**src/rtl/injector_run_scheduler.sv**
```systemverilog
// injector_run_scheduler: issues a batch of ap_ctrl_hs core invocations.
// A batch is started by cmd_start and counted in runs_done. cmd_abort stops the
// batch after the invocation in flight. The optional per-invocation watchdog is
// compiled in by defining INJECTOR_RUN_SCHED_WDOG_EN.
module injector_run_scheduler #(
    parameter int CNT_W  = 16,
    parameter int WDOG_W = 20
) (
    input  logic              ap_clk,
    input  logic              ap_rst_n,
    input  logic              cmd_start,
    input  logic [CNT_W-1:0]  cmd_runs,
    input  logic              cmd_abort,
    input  logic [WDOG_W-1:0] wdog_limit,
    output logic              ap_start,
    input  logic              ap_ready,
    input  logic              ap_done,
    input  logic              ap_idle,
    output logic              busy,
    output logic              batch_done,
    output logic [CNT_W-1:0]  runs_done,
    output logic              wdog_err
);

    typedef enum logic [1:0] {
        S_IDLE   = 2'd0,
        S_ISSUE  = 2'd1,
        S_WAIT   = 2'd2,
        S_FINISH = 2'd3
    } state_t;

    state_t             state_q, state_d;
    logic [CNT_W-1:0]   runs_q, runs_d;
    logic [CNT_W-1:0]   target_q, target_d;
    logic               abort_q, abort_d;
    logic               gap_q, gap_d;
    logic               ap_start_q, ap_start_d;
    logic               busy_q, busy_d;
    logic               batch_done_q, batch_done_d;
    logic [CNT_W:0]     runs_inc_s;
    logic               last_s;
    logic               abort_now_s;
    logic               accept_s;
    logic               timeout_s;
    logic               wdog_fire_s;

    // Increment that sticks at all-ones instead of wrapping.
    function automatic logic [CNT_W-1:0] sat_inc(input logic [CNT_W-1:0] v);
        if (v == {CNT_W{1'b1}}) begin
            sat_inc = v;
        end else begin
            sat_inc = v + CNT_W'(1);
        end
    endfunction

    assign runs_inc_s  = {1'b0, runs_q} + (CNT_W+1)'(1);
    assign last_s      = (runs_inc_s == {1'b0, target_q});
    assign abort_now_s = abort_q | cmd_abort;
    // A zero-length batch finishes immediately and does not need the core.
    assign accept_s    = (state_q == S_IDLE) && cmd_start &&
                         ((cmd_runs == '0) || ap_idle);

    // State and registered outputs.
    always_ff @(posedge ap_clk or negedge ap_rst_n) begin
        if (!ap_rst_n) begin
            state_q      <= S_IDLE;
            runs_q       <= '0;
            target_q     <= '0;
            abort_q      <= 1'b0;
            gap_q        <= 1'b0;
            ap_start_q   <= 1'b0;
            busy_q       <= 1'b0;
            batch_done_q <= 1'b0;
        end else begin
            state_q      <= state_d;
            runs_q       <= runs_d;
            target_q     <= target_d;
            abort_q      <= abort_d;
            gap_q        <= gap_d;
            ap_start_q   <= ap_start_d;
            busy_q       <= busy_d;
            batch_done_q <= batch_done_d;
        end
    end

    // Next state, run counting and abort bookkeeping.
    always_comb begin
        state_d     = state_q;
        runs_d      = runs_q;
        target_d    = target_q;
        abort_d     = abort_q;
        gap_d       = gap_q;
        wdog_fire_s = 1'b0;
        case (state_q)
            S_IDLE: begin
                abort_d = 1'b0;
                gap_d   = 1'b0;
                if (accept_s) begin
                    runs_d   = '0;
                    target_d = cmd_runs;
                    if (cmd_runs == '0) begin
                        state_d = S_FINISH;
                    end else begin
                        state_d = S_ISSUE;
                    end
                end else begin
                    state_d = S_IDLE;
                end
            end
            S_ISSUE: begin
                abort_d = abort_now_s;
                if (ap_ready && ap_done) begin
                    // Combinational core: accepted and finished in one cycle;
                    // a WAIT cycle with gap set keeps ap_start low once.
                    runs_d = sat_inc(runs_q);
                    if (last_s || abort_now_s) begin
                        state_d = S_FINISH;
                    end else begin
                        state_d = S_WAIT;
                        gap_d   = 1'b1;
                    end
                end else if (ap_ready) begin
                    state_d = S_WAIT;
                end else if (timeout_s) begin
                    state_d     = S_FINISH;
                    wdog_fire_s = 1'b1;
                end else begin
                    state_d = S_ISSUE;
                end
            end
            S_WAIT: begin
                abort_d = abort_now_s;
                if (gap_q) begin
                    gap_d = 1'b0;
                    if (abort_now_s) begin
                        state_d = S_FINISH;
                    end else begin
                        state_d = S_ISSUE;
                    end
                end else if (ap_done) begin
                    runs_d = sat_inc(runs_q);
                    if (last_s || abort_now_s) begin
                        state_d = S_FINISH;
                    end else begin
                        state_d = S_ISSUE;
                    end
                end else if (timeout_s) begin
                    state_d     = S_FINISH;
                    wdog_fire_s = 1'b1;
                end else begin
                    state_d = S_WAIT;
                end
            end
            S_FINISH: begin
                state_d = S_IDLE;
                abort_d = 1'b0;
                gap_d   = 1'b0;
            end
            default: begin
                state_d = S_IDLE;
                abort_d = 1'b0;
                gap_d   = 1'b0;
            end
        endcase
    end

    // Moore outputs derived from the upcoming state so they can be registered.
    always_comb begin
        ap_start_d   = (state_d == S_ISSUE);
        busy_d       = (state_d != S_IDLE);
        batch_done_d = (state_d == S_FINISH);
    end

`ifdef INJECTOR_RUN_SCHED_WDOG_EN
    logic [WDOG_W-1:0] wdog_cnt_q, wdog_cnt_d;
    logic [WDOG_W:0]   wdog_inc_s;
    logic              wdog_err_q, wdog_err_d;

    assign wdog_inc_s = {1'b0, wdog_cnt_q} + (WDOG_W+1)'(1);
    assign timeout_s  = (wdog_limit != '0) && (wdog_inc_s >= {1'b0, wdog_limit});

    // Per-invocation cycle counter and sticky timeout flag.
    always_comb begin
        wdog_cnt_d = wdog_cnt_q;
        wdog_err_d = wdog_err_q;
        if ((state_d == S_ISSUE) && (state_q != S_ISSUE)) begin
            wdog_cnt_d = '0;
        end else if (((state_q == S_ISSUE) || (state_q == S_WAIT)) && !wdog_inc_s[WDOG_W]) begin
            wdog_cnt_d = wdog_inc_s[WDOG_W-1:0];
        end else begin
            wdog_cnt_d = wdog_cnt_q;
        end
        if (accept_s) begin
            wdog_err_d = 1'b0;
        end else if (wdog_fire_s) begin
            wdog_err_d = 1'b1;
        end else begin
            wdog_err_d = wdog_err_q;
        end
    end

    // Watchdog registers.
    always_ff @(posedge ap_clk or negedge ap_rst_n) begin
        if (!ap_rst_n) begin
            wdog_cnt_q <= '0;
            wdog_err_q <= 1'b0;
        end else begin
            wdog_cnt_q <= wdog_cnt_d;
            wdog_err_q <= wdog_err_d;
        end
    end

    assign wdog_err = wdog_err_q;
`else
    logic unused_wdog_s;

    assign timeout_s     = 1'b0;
    assign wdog_err      = 1'b0;
    assign unused_wdog_s = ^{wdog_limit, wdog_fire_s};
`endif

    assign ap_start   = ap_start_q;
    assign busy       = busy_q;
    assign batch_done = batch_done_q;
    assign runs_done  = runs_q;

endmodule

```
**config.mk**
```make
export PLATFORM = sky130hd
export DESIGN_NAME = injector_run_scheduler
export DESIGN_NICKNAME = d
export VERILOG_FILES = /design/src/rtl/injector_run_scheduler.sv
export SDC_FILE = /design/constraint.sdc
export NUM_CORES = 1
export LEC_CHECK = 0
export ABC_AREA = 1
export CAP_MARGIN = 20
export CORE_UTILIZATION = 45
export DETAILED_ROUTE_END_ITERATION = 6
export PLACE_DENSITY = 0.77
export SLEW_MARGIN = 30
export SYNTH_ARGS = -nofsm -noshare
export SYNTH_HDL_FRONTEND = slang
export SYNTH_SLANG_ARGS = --single-unit
```
**constraint.sdc**
```tcl
create_clock -name ap_clk -period 2.5 [get_ports ap_clk]
set_input_delay 0.25 -clock ap_clk [delete_from_list [all_inputs] [get_ports ap_clk]]
set_output_delay 0.25 -clock ap_clk [all_outputs]
set_load 0.05 [all_outputs]
```
* Yosys cells after proc, flatten, opt, wreduce, memory -nomap -nowiden
Cells that the tools add are included.
** Storage, ports and cells
- Input bits :: 43
- Bits in registers :: 39
** Cells by class
- Mux-type cells :: 20
- Add/sub/neg operators :: 2
- Reductions and logical operators :: 15
- Bitwise operators :: 1
- Equal/unequal tests :: 12
** Operators by type and width (number)
- two-way mux 16 bit :: 5
- one-hot mux 16 bit (3 select lines) :: 1
- adder 16 x 1 -> 17 bit (second input constant) :: 1
- equality test 17 x 16 -> 1 bit :: 1
- adder 16 x 1 -> 16 bit (second input constant) :: 1
- equality test 16 bit (second input constant) :: 1
- zero test 16 bit :: 1
- two-way mux 2 bit :: 8
- != test 2 bit (second input constant) :: 5
- one-hot mux 2 bit (4 select lines) :: 1
- equality test 2 bit (second input constant) :: 3
- AND reduction 5 bit :: 1
- equality test 2 x 1 -> 1 bit (second input constant) :: 2
- one-hot mux 1 bit (2 select lines) :: 2
- AND reduction 2 bit :: 2
- OR reduction 2 bit :: 2
- logical AND 1 bit :: 3
- two-way mux 1 bit :: 3
- nonzero test 3 bit :: 1
- OR reduction 3 bit :: 1
- zero test 2 bit :: 1
- logical OR 1 bit :: 2
- nonzero test 2 bit :: 1
- OR 1 bit :: 1

* Logic depth before layout (Yosys ltp)
- Depth after elaboration :: 8
- Gate-level depth with buffers :: 18
- Mapped depth without buffers :: 18

* Worst setup path before layout
No wires, ideal clock.
- Path kind :: register to register
- From :: register runs_q[0], in the netlist runs_done[0]
- To :: register ap_start_q, in the netlist ap_start
- Cell stages (with the launch flop) :: 17
- Library setup time :: 0.117 ns
- Arrival time :: 2.197 ns
- Clock period less this slack :: 2.315 ns
- Path slack :: 0.185 ns
- Data required time :: 2.383 ns
- Buffers on the path :: 0
- Path through :: dfrtp_1 -> ha_1 -> nand2_2 -> nor2_4 -> nand3_4 -> nor2_2 -> nand2_1 -> nand3_1 -> nand3_1 -> nor2_1 -> nand3_1 -> nand2_1 -> nand2_1 -> nand2_1 -> nand2_2 -> nand2_1 -> nor2_1
** On the way
- Word-level cells in the longest chain between the ends :: 8
** RTL lines
- start, declared :: RTL line 33 : logic [CNT_W-1:0] runs_q, runs_d;
- start signal, assigned :: RTL line 76 : runs_q <= runs_d;
- adder 16 x 1 -> 17 bit :: RTL line 56 : assign runs_inc_s = {1'b0, runs_q} + (CNT_W+1)'(1);
- equality test 17 x 16 -> 1 bit :: RTL line 57 : assign last_s = (runs_inc_s == {1'b0, target_q});
- logical OR 1 bit :: RTL line 142 : if (last_s || abort_now_s) begin
- two-way mux 2 bit :: RTL line 142
- two-way mux 2 bit :: RTL line 140 : end else if (ap_done) begin
- two-way mux 2 bit :: RTL line 133 : if (gap_q) begin
- one-hot mux 2 bit (4 select lines) :: RTL line 94 : case (state_q)
- net state_d[1] :: RTL line 32 : state_t state_q, state_d;
- equality test 2 x 1 -> 1 bit :: RTL line 169 : ap_start_d = (state_d == S_ISSUE);
- net ap_start_d :: RTL line 37 : logic ap_start_q, ap_start_d;
- end signal, assigned :: RTL line 80 : ap_start_q <= ap_start_d;
- end, declared :: RTL line 37
The timed path passes the listed nets, and every way through them passes these cells.
A chain may end at the register's enable or synchronous reset.

* Worst setup path after layout
- From :: register runs_q[2], in the netlist runs_done[2]
- To :: register batch_done_q, in the netlist batch_done
** On the way
- Word-level cells in the longest chain between the ends :: 8
** RTL lines
- adder 16 x 1 -> 17 bit * :: RTL line 56
- equality test 17 x 16 -> 1 bit * :: RTL line 57
- logical OR 1 bit * :: RTL line 116, 142
- two-way mux 2 bit :: RTL line 142
- two-way mux 2 bit :: RTL line 140
- two-way mux 2 bit :: RTL line 133
- one-hot mux 2 bit (4 select lines) * :: RTL line 94
- equality test 2 bit * :: RTL line 171 : batch_done_d = (state_d == S_FINISH);
- net batch_done_d :: RTL line 39 : logic batch_done_q, batch_done_d;
- end signal, assigned :: RTL line 82 : batch_done_q <= batch_done_d;
- end, declared :: RTL line 39
The timed path passes the listed nets; every way through them passes the cells marked *.

==> flow_metrics.tcl <==
set metrics [dict create \
    totalWireLength_mm 5.81 \
    synthesis.nets 374 \
    cts_sinks 39 \
    worst-endpoint-required_ps 2720 \
    start_util_pct 47.0 \
    multi_input_area_um2 1270 \
    rsz0062_at_grt "no" \
    area_growth_pct 24.0 \
    synth-seq-cells 39 \
    chipWidth_um 75.5 \
    synth-main-ff-cell "dfrtp_1" \
    worstMarginPinSlew_ps 587 \
    cts_tree "done" \
    hold_slack_ps 462 \
    antenna_found_initial 0 \
    yosysSeqAreaShare_pct 40.1 \
    yosys_warnings 0 \
    drc 0 \
    setup_tns_ps 0 \
    path_clk_slew_ps 80 \
    placementRows 26 \
    routed_via_density 5.12 \
    fmax_ghz 0.448 \
    reg2reg_from "runs_done[2]$_DFFE_PN0P_" \
    dr.pass1.iters 5 \
    finalHoldViolations 0 \
    die_h_um 75.5 \
    dpl.hpwl_mm 4.47 \
    timing.final.crit_share_pct 89.3 \
    hold_class "in2async" \
    p_leak_nw 1.33 \
    vias 2261 \
    synthDistinctLibCells 33 \
    ant_nets 0 \
    dieArea_um2 5700 \
    max_slew_margin_pct 60.9 \
    numCtsBuffers 5 \
    status "complete, no violations" \
    grt_first_pass_wirelength_mm 9.92 \
    holdBufCountCts 0 \
    diodes 0 \
    synth-async-reset-ratio_pct 100 \
    reg2reg_slack_ps 270 \
    clk_latency_ps 300 \
    ff2ff_path_depth 14 \
    cp_max_fo 8 \
    irDropWorstVdd_uv 346 \
    htreeDepth 2 \
    ios 63 \
    yosysTopAreaCell "dfrtp_1" \
    fillers 458 \
    worst-endpoint-arrival_ps 2450 \
    critPathKind "reg2reg" \
    wl_per_cell_um 13.1 \
    synth_area_um2 2430 \
    synthCells 326 \
    globalplace.congestion 0.851 \
    setup_viol_count_final 0 \
    grt_start_max_net_pins 40 \
    grt_overflow_total 0 \
    layout-drive-gt1-share_pct 10.5 \
    grtUsageTotal_pct 23.7 \
    synth_edf_count 0 \
    final_cell_area_um2 3020 \
    post_cts_buffers 0 \
    fin_crit_ps 2230 \
    end_kind "flip-flop" \
    drv_cap 0 \
    critPathLaunchType "flip-flop" \
    portBuffers 41 \
    cts_root_buf "clkbuf_8" \
    register_area_um2 976 \
    cts_max_path_buffers 2 \
    power_density_nw_per_um2 454 \
    final_nets 421 \
    synthTopCellsByArea "dfrtp_1, nand2_1, nand3_1" \
    placed_area_um2 2930 \
    cts_resized 0 \
    synth_top_area_share_pct 40.1 \
    drv_slew 0 \
    first_iter_violations 175 \
    grt_pass1_vias 2104 \
    reg2reg_to "batch_done$_DFF_PN0_" \
    skew_ps 10.7 \
    core_area_um2 5170 \
    synth.avg_cell_area_um2 7.46 \
]
## how the worst max path moves through the flow
| stage | start | to | slack (ps) | depth (start not counted) |
|---|---|---|---|---|
| after global routing | runs_done[0]$_DFFE_PN0P_ | ap_start$_DFF_PN0_ | 10 | 18 |
| after global placement | cmd_runs[11] | runs_done[10]$_DFFE_PN0P_ | 310 | 10 |
| after floorplan | runs_done[0]$_DFFE_PN0P_ | ap_start$_DFF_PN0_ | 190 | 16 |
| after CTS | runs_done[2]$_DFFE_PN0P_ | ap_start$_DFF_PN0_ | 270 | 14 |
| after detailed placement | cmd_runs[11] | runs_done[10]$_DFFE_PN0P_ | 270 | 10 |
| final | runs_done[2]$_DFFE_PN0P_ | batch_done$_DFF_PN0_ | 270 | 14 |
## cells in the final DEF (no fill, tap or decap), types with 2 or more instances in the layout
master / count
nand2_1: 92
o21ai_1: 4
nand3_2: 4
nor2_4: 6
nand2_2: 5
o31ai_1: 3
inv_2: 2
ha_1: 5
nand4_1: 12
inv_1: 38
nor4_1: 4
buf_4: 6
nor2_2: 4
nand3_1: 40
clkbuf_8: 5
nor2_1: 20
mux2_2: 3
xor2_1: 2
clkdlybuf4s50_1: 40
o21ai_0: 25
dfrtp_1: 39
## per-stage QoR
| stage | worst slack, ps | total power, W | std cells | util (%) |
|---|---|---|---|---|
| 4_1_cts | 269 | 0.00138 | 441 | 58.1 |
| 6_report | 269 | 0.00137 | 442 | 58.3 |
| 3_5_place_dp | 273 | 0.000971 | 435 | 56.6 |
| 2_1_floorplan | 185 | 0.000869 | 326 | - |
| 5_1_grt | 10.7 | 0.00145 | 442 | 58.3 |
| 3_3_place_gp | 308 | 0.000965 | 435 | 56.6 |
## power by group
part / internal, W / total (W) / switching, W / leakage [nW]
sequential: 0.000676 / 0.000701 / 0.0000245 / 0.515
clock: 0.000185 / 0.000408 / 0.000222 / 0.0361
combinational: 0.000108 / 0.000259 / 0.000151 / 0.781
total: 0.000970 / 0.00137 / 0.000398 / 1.33
## Yosys cell counts, types with 2 or more instances
cell type,n
dfrtp_1,39
nor2_2,4
inv_1,38
clkbuf_1,2
nor2_4,6
nand3_2,4
xor2_1,2
nand3_1,40
nand2_2,5
nor2_1,20
nor4_1,4
nand2_1,92
o31ai_1,3
inv_2,2
nand4_1,12
o21ai_0,25
buf_4,2
o21ai_1,4
ha_1,5
mux2_2,3
buf_2,2
## kinds of logic (layout without fill, tap and decap cells)
group,Yosys count,after routing,synth area share (%)
flip-flops,39,39,40.1
multiplexers,3,3,1.39
XOR/XNOR,4,4,2.01
AO/OA/AOI/OAI,37,37,8.54
AND/OR/NAND/NOR,190,190,37.6
adder cells (fa/ha/maj),5,5,2.57
buffers and inverters,47,93,7.66
other,1,1,0.154
## flip-flops by register name, summed over array words and instances (netlist names)
name,count
busy,1
state_q,2
ap_start,1
runs_done,16
batch_done,1
gap_q,1
target_q,16
abort_q,1
## layer usage
| layer | share of wire, % | track usage [%] | up-vias |
|---|---|---|---|
| met5 | 0 | 0 | - |
| met2 | 48 | 38.5 | 59 |
| met1 | 47 | 31.9 | 1036 |
| met4 | 1.3 | 8.23 | 0 |
| met3 | 4.1 | 4.23 | 9 |
| li1 | - | - | 1157 |
## worst max-delay path: stages, from the launching register on
cell and delay (ps):
dfrtp_1 500, nand3_1 220, nor2_2 210, nand2_1 90, nand3_1 90, nand3_1 90, nor2_1 130, nand3_1 100
nor2_1 180, nand2_1 90, nand3_2 70, nand3_1 60, nand2_1 110, nand2_2 90, a21oi_2 110
## cell type report
| class | instances | share of cell area [%] |
|---|---|---|
| Clock buffer | 5 | 2.28 |
| Clock inverter | 1 | 0.249 |
| Inverter | 40 | 4.98 |
| Multi-Input combinational cell | 240 | 42.1 |
| Sequential cell | 39 | 32.4 |
| Tap cell | 70 | 2.90 |
| Timing Repair Buffer | 47 | 15.1 |
(Power assumes the default switching activity.)
